<file path="src/rtl/lms_weight_bank_pkg.sv">
// lms_pkg: shared state encoding and sizing/saturation helpers for the LMS weight bank
package lms_pkg;
   typedef enum logic [1:0] {IDLE, SWEEP, DRAIN} lms_state_t;
   function automatic int idx_w(input int taps);
      return taps > 1 ? $clog2(taps) : 1;
   endfunction
   // Largest positive value of a ww-bit signed weight; the negative bound is its complement.
   function automatic logic [63:0] sat_clamp(input int ww);
      return (64'd1 << (ww - 1)) - 64'd1;
   endfunction
endpackage

</file>
<file path="src/rtl/lms_weight_bank_if.sv">
// lms_weight_bank_if: control, sample and weight bus of the LMS weight bank
//   start/clear/e/mu_shift/ref_flat : requester -> bank
//   busy/done/sat/weight_flat       : bank -> requester
interface lms_weight_bank_if #(
   parameter int TAPS = 32,
   parameter int DW   = 14,
   parameter int WW   = 32
);
   localparam int MW = $clog2(2 * DW);
   logic                 start;
   logic                 clear;
   logic signed [DW-1:0] e;
   logic [MW-1:0]        mu_shift;
   logic [TAPS*DW-1:0]   ref_flat;
   logic                 busy;
   logic                 done;
   logic                 sat;
   logic [TAPS*WW-1:0]   weight_flat;
   modport master (output start, clear, e, mu_shift, ref_flat, input busy, done, sat, weight_flat);
   modport slave  (input start, clear, e, mu_shift, ref_flat, output busy, done, sat, weight_flat);
endinterface

</file>
<file path="src/rtl/lms_weight_bank_tap_mac.sv">
// lms_tap_mac: one-tap LMS update y = sat(w + ((e * r) >>> mu_shift)) with saturation flag
//   e, r     : signed samples
//   mu_shift : step-size exponent
//   w        : current weight
//   y, sat   : clamped new weight, high when clamping occurred
module lms_tap_mac import lms_pkg::*; #(
   parameter int DW = 14,
   parameter int WW = 32,
   parameter int MW = 5
) (
   input  logic signed [DW-1:0] e,
   input  logic signed [DW-1:0] r,
   input  logic [MW-1:0]        mu_shift,
   input  logic signed [WW-1:0] w,
   output logic signed [WW-1:0] y,
   output logic                 sat
);
   localparam logic [WW-1:0] HI = WW'(sat_clamp(WW));
   logic signed [2*DW-1:0] p;
   logic signed [2*DW-1:0] p_sh;
   logic signed [WW:0]     s;
   always_comb begin
      p    = e * r;
      p_sh = p >>> mu_shift;
      s    = {w[WW-1], w} + {{(WW + 1 - 2 * DW){p_sh[2*DW-1]}}, p_sh};
      // The WW+1-bit sum is out of range exactly when its two top bits differ.
      sat  = s[WW] ^ s[WW-1];
      y    = sat ? (s[WW] ? ~HI : HI) : s[WW-1:0];
   end
endmodule

</file>
<file path="src/rtl/lms_weight_bank.sv">
// lms_weight_bank: LMS coefficient store; each start sweeps all taps once through a one-stage update pipe
//   clk, rstn : clock, synchronous active-low reset
//   bus       : slave side of lms_weight_bank_if (start/clear/e/mu_shift/ref_flat in,
//               busy/done/sat/weight_flat out)
module lms_weight_bank import lms_pkg::*; #(
   parameter int TAPS = 32,
   parameter int DW   = 14,
   parameter int WW   = 32
) (
   input logic              clk,
   input logic              rstn,
   lms_weight_bank_if.slave bus
);
   localparam int IDX_W = idx_w(TAPS);
   localparam int MW    = $clog2(2 * DW);
   localparam logic [IDX_W-1:0] LAST = IDX_W'(TAPS - 1);

   if (WW < 2 * DW) begin : g_ww_chk
      $error("lms_weight_bank: WW must be at least 2*DW");
   end
   if (WW > 64 || TAPS < 2) begin : g_range_chk
      $error("lms_weight_bank: need TAPS >= 2 and WW <= 64");
   end

   lms_state_t           state;
   logic [IDX_W-1:0]     idx;
   logic [IDX_W-1:0]     upd_idx;
   logic                 upd_vld;
   logic signed [WW-1:0] upd_val;
   logic signed [DW-1:0] e_q;
   logic [MW-1:0]        mu_q;
   logic [TAPS*WW-1:0]   w;
   logic signed [WW-1:0] mac_y;
   logic                 mac_sat;
   logic                 busy;
   logic                 done;
   logic                 sat;

   lms_tap_mac #(.DW(DW), .WW(WW), .MW(MW)) u_mac (
      .e        (e_q),
      .r        (bus.ref_flat[idx*DW +: DW]),
      .mu_shift (mu_q),
      .w        (w[idx*WW +: WW]),
      .y        (mac_y),
      .sat      (mac_sat)
   );

   // Clear shares the reset path, so a start in the same cycle is dropped and no done is emitted.
   always_ff @(posedge clk)
      if (!rstn || bus.clear) begin
         state   <= IDLE;
         idx     <= '0;
         upd_idx <= '0;
         upd_vld <= 1'b0;
         upd_val <= '0;
         e_q     <= '0;
         mu_q    <= '0;
         w       <= '0;
         busy    <= 1'b0;
         done    <= 1'b0;
         sat     <= 1'b0;
      end else begin
         done    <= 1'b0;
         upd_vld <= 1'b0;
         if (upd_vld) w[upd_idx*WW +: WW] <= upd_val;
         case (state)
            IDLE:
               if (bus.start) begin
                  e_q   <= bus.e;
                  mu_q  <= bus.mu_shift;
                  idx   <= '0;
                  busy  <= 1'b1;
                  state <= SWEEP;
               end
            SWEEP: begin
               upd_vld <= 1'b1;
               upd_idx <= idx;
               upd_val <= mac_y;
               if (mac_sat) sat <= 1'b1;
               idx     <= idx == LAST ? '0 : idx + 1'b1;
               if (idx == LAST) state <= DRAIN;
            end
            DRAIN: begin
               done  <= 1'b1;
               busy  <= 1'b0;
               state <= IDLE;
            end
            default: state <= IDLE;
         endcase
      end

   assign bus.busy        = busy;
   assign bus.done        = done;
   assign bus.sat         = sat;
   assign bus.weight_flat = w;
endmodule

</file>
<file path="src/flat_wrapper.sv">
// flat-port wrapper written by rule: the top's interface ports become plain ports
module lms_weight_bank_flat import lms_pkg::*;
#(
   parameter int TAPS = 32,
   parameter int DW   = 14,
   parameter int WW   = 32
)
  (clk, rstn, bus_start, bus_clear, bus_e, bus_mu_shift, bus_ref_flat, bus_busy, bus_done, bus_sat, bus_weight_flat);
  lms_weight_bank_if #(.TAPS(TAPS), .DW(DW), .WW(WW)) bus_i ();
  input logic clk;
  input logic rstn;
  input wire logic [$bits(bus_i.start)-1:0] bus_start;
  input wire logic [$bits(bus_i.clear)-1:0] bus_clear;
  input wire logic [$bits(bus_i.e)-1:0] bus_e;
  input wire logic [$bits(bus_i.mu_shift)-1:0] bus_mu_shift;
  input wire logic [$bits(bus_i.ref_flat)-1:0] bus_ref_flat;
  output wire logic [$bits(bus_i.busy)-1:0] bus_busy;
  output wire logic [$bits(bus_i.done)-1:0] bus_done;
  output wire logic [$bits(bus_i.sat)-1:0] bus_sat;
  output wire logic [$bits(bus_i.weight_flat)-1:0] bus_weight_flat;
  assign bus_i.start = bus_start;
  assign bus_i.clear = bus_clear;
  assign bus_i.e = bus_e;
  assign bus_i.mu_shift = bus_mu_shift;
  assign bus_i.ref_flat = bus_ref_flat;
  assign bus_busy = bus_i.busy;
  assign bus_done = bus_i.done;
  assign bus_sat = bus_i.sat;
  assign bus_weight_flat = bus_i.weight_flat;
  lms_weight_bank #(.TAPS(TAPS), .DW(DW), .WW(WW)) u_core (.clk(clk), .rstn(rstn), .bus(bus_i));
endmodule
</file>
<file path="config.mk">
export PLATFORM = sky130hd
export DESIGN_NAME = lms_weight_bank_flat
export DESIGN_NICKNAME = d
export VERILOG_FILES = /design/src/rtl/lms_weight_bank_pkg.sv /design/src/rtl/lms_weight_bank_if.sv /design/src/rtl/lms_weight_bank_tap_mac.sv /design/src/rtl/lms_weight_bank.sv /design/src/flat_wrapper.sv
export SDC_FILE = /design/constraint.sdc
export NUM_CORES = 2
export LEC_CHECK = 0
export CORE_AREA = 8 8 578 580
export CTS_CLUSTER_SIZE = 40
export DETAILED_ROUTE_END_ITERATION = 10
export DIE_AREA = 0 0 586 588
export PLACE_DENSITY = 0.39
export SLEW_MARGIN = 20
export SYNTH_ARGS = -nofsm -noshare
export SYNTH_HDL_FRONTEND = slang
export SYNTH_SLANG_ARGS = --single-unit
export TNS_END_PERCENT = 5
</file>
<file path="constraint.sdc">
create_clock -name clk -period 11.4 [get_ports clk]
set_input_delay 1.71 -clock clk [delete_from_list [all_inputs] [get_ports clk]]
set_output_delay 1.71 -clock clk [all_outputs]
set_load 0.03 [all_outputs]
</file>
==> impl_metrics.py <==
metrics = {
    "run_status": {
        "status": "completed",
    },
    "place": {
        "gp_congestion": 0.9576,
        "post-place-ws_ps": -1713,
        "place_hpwl_mm": 399.5,
        "place_area_um2": 85020,
        "port_buffers": 1497,
        "placed_cells": 12910,
    },
    "setup_path": {
        "critPathKind": "primary input to register",
        "arrival_ps": 12130,
        "crit_top_cell": "buf_4",
        "cp_slowest_stage_delay_ps": 550,
        "start_kind": "primary input",
        "end_kind": "register",
        "crit_slowest_cell": "mux4_2",
        "cp_num_buf_inv": 17,
        "required_ps": 12140,
        "critical-path-top-delay-family": "adder cells",
        "crit_fanout": 9,
    },
    "power_and_ir_drop": {
        "internal_power_mw": 8.090,
        "finalPower_mw": 11.79,
        "p_seq_frac": 0.327,
        "p_comb_frac": 0.257,
        "p_per_area_nw_per_um2": 129.1,
        "pwr-share-clk": 0.416,
        "ir_drop_mv": 0.1011,
        "p_sw_mw": 3.696,
        "switching_share": 0.3136,
        "p_leak_nw": 30.07,
    },
    "final_layout": {
        "final_cell_mix": "clkdlybuf4s50_1 (1,485), nand2_1 (1,272), a21oi_1 (1,132), dfxtp_1 (1,062), nor2_1 (665)",
        "fillers": 34690,
        "syn_to_final_growth_pct": 45.71,
        "drive_gt1_frac": 0.1715,
        "stdcell_count": 13240,
        "nets": 9515,
        "fin_util": 0.2807,
        "layout_commonest_cell": "clkdlybuf4s50_1",
        "design_area_um2": 91300,
    },
    "floorplanning": {
        "ios": 1498,
        "die_y_um": 588,
        "core_um2": 325300,
        "die_area_um2": 344600,
        "num_rows": 210,
        "die_width_um": 586,
        "initial_utilization": 0.1926,
    },
    "logic_synthesis": {
        "syn-cell-area_um2": 62660,
        "synth-seq-cells": 1091,
        "ys.flop_type": "dfxtp_1",
        "synth.avg_cell_area_um2": 8.704,
        "synth.top_cell.area_share": 0.3486,
        "yosysUniqueCellTypes": 94,
        "synthCells": 7199,
        "async_flop_share": 0,
        "ys_warn_count": 0,
        "yosysTopAreaCell": "dfxtp_1",
        "syn_nets": 7969,
        "synth_edf_count": 0,
        "yosysSeqAreaShare": 0.3486,
        "synthTopCellsByArea": "dfxtp_1 (35%), mux4_2 (17%), a21oi_1 (9.1%)",
    },
    "global_routing": {
        "grt_pass1_wl_mm": 658.5,
        "track_usage": 0.2819,
        "grt_max_degree": 236,
        "overflow": 0,
        "grt_pass1_vias": 64400,
        "antenna_found_initial": 101,
    },
    "timing": {
        "slew_headroom": 0.1664,
        "period_share": 0.9994,
        "max_slew.worst_pin.slew_ps": 1246,
        "hold_ws_ps": 464.6,
        "fmax_mhz": 87.78,
        "slew_viol_final": 0,
        "rsz0062_at_grt": "yes",
        "setup_viol": 0,
        "setup_slack_ps": 7.406,
        "period_minus_slack_ps": 11390,
        "fin_setup_tns_ps": 0,
        "finClkSkew_ps": 62.94,
        "timing.final.hold_violations": 0,
    },
    "drt": {
        "dr.first_iter.drc_count": 7301,
        "dr_total_vias": 66520,
        "viasPerCell": 5.023,
        "dr.pass1.iters": 6,
        "ant_nets": 0,
        "drc": 0,
        "wl_per_cell_um": 38.34,
        "wirelength_mm": 507.8,
    },
    "clock_tree": {
        "clk_pin_slew_ps": 60,
        "cts_buffers": 148,
        "cts_tree": "done",
        "clock-sinks": 1091,
        "ctsRootBufferMaster": "clkbuf_16",
        "htreeDepth": 4,
        "cts_hold_buf": 0,
        "insertion_delay_ps": 840,
        "cts_buffer_depth": 4,
    },
    "hold_path": {
        "hold_path_class": "register to register",
    },
    "run": {
        "max_cap_viol_count": 0,
    },
}
[worst register-to-register path, delay by kind of cell (launching register included)]
| family | cells | cell delay [ps] |
|---|---|---|
| flops | 1 | 440 |
| mux | 4 | 1540 |
| buf+inv | 18 | 2350 |
| fa+ha+maj | 8 | 3600 |
| compound gates | 12 | 2000 |
| simple gates | 6 | 1050 |
[timing repair]
| item | in CTS | in global routing |
|---|---|---|
| gates cloned | 3 | 0 |
| pin swaps | 42 | 52 |
| buffers inserted | 16 | 7 |
| setup endpoints to repair | 33 | 33 |
| gates resized for setup | 100 | 101 |
[cells in the mapped netlist (17+ instances only)]
master / number
nor2_1: 696
nor3_1: 433
o21a_1: 20
mux2_2: 43
a211oi_1: 21
maj3_1: 19
o21ai_0: 73
nand2_1: 1296
dfxtp_1: 1091
xnor2_1: 32
inv_1: 255
a21oi_1: 1145
xor2_1: 17
mux2i_1: 29
nand2b_1: 24
ha_1: 103
mux4_2: 470
a21o_1: 24
and2_1: 43
buf_2: 44
clkbuf_1: 557
nand3_1: 217
fa_1: 196
nor2b_1: 86
[logic make-up after synthesis]
family	synth area share
simple gates	0.1957
fa+ha+maj	0.08623
xor+xnor	0.006849
flops	0.3486
compound gates	0.1267
buf+inv	0.05471
mux	0.1813
[metal layers]
layer  share of wire  vias to the layer above  global-route usage
met5         0.00017                        -                   0
met4           0.073                       12              0.1668
li1                -                    28240                   -
met3           0.080                      778             0.07166
met2            0.47                     3420              0.4723
met1            0.37                    34080              0.3235
[layout make-up]
class	count	area (um2)	area share
multi-input cells	5225	38720	0.4241
clock inverters	36	549.3	0.006016
well taps	4346	5438	0.05956
flip-flops and latches	1091	21890	0.2398
diodes	43	107.6	0.001179
inverters	259	972.2	0.01065
repair buffers	2020	19250	0.2108
clock buffers	224	4372	0.04788
[power by group through the flow]
stage	Sequential [mW]	Combinational [mW]	Clock, mW
4_1_cts	3.85	2.85	4.98
6_report	3.85	3.03	4.90
3_5_place_dp	3.94	2.70	0
5_1_grt	3.85	3.25	5.12
3_3_place_gp	3.94	2.72	0
2_1_floorplan	3.91	1.40	0
[worst paths after layout]
check                                            startpoint                           to  slack, ps  depth (start not counted)
worst max-delay path                      bus_ref_flat[242]           u_core.upd_val[28]          7                         47
worst min register to register  u_core.bus.weight_flat[588]  u_core.bus.weight_flat[588]        460                          2
worst min-delay path            u_core.bus.weight_flat[588]  u_core.bus.weight_flat[588]        460                          2
worst max register to register                u_core.idx[0]           u_core.upd_val[28]        350                         48
[state kept, by name (all words and copies together), names as in the netlist]
name and flops:
u_core.upd_val 32, u_core.state 2, u_core.upd_vld 1, u_core.bus.weight_flat 1024, u_core.e_q 14, u_core.bus.sat 1, u_core.upd_idx 5, u_core.bus.done 1
u_core.idx 5, u_core.bus.busy 1, u_core.mu_q 5
No activity file was read; power rests on OpenSTA's default activity.
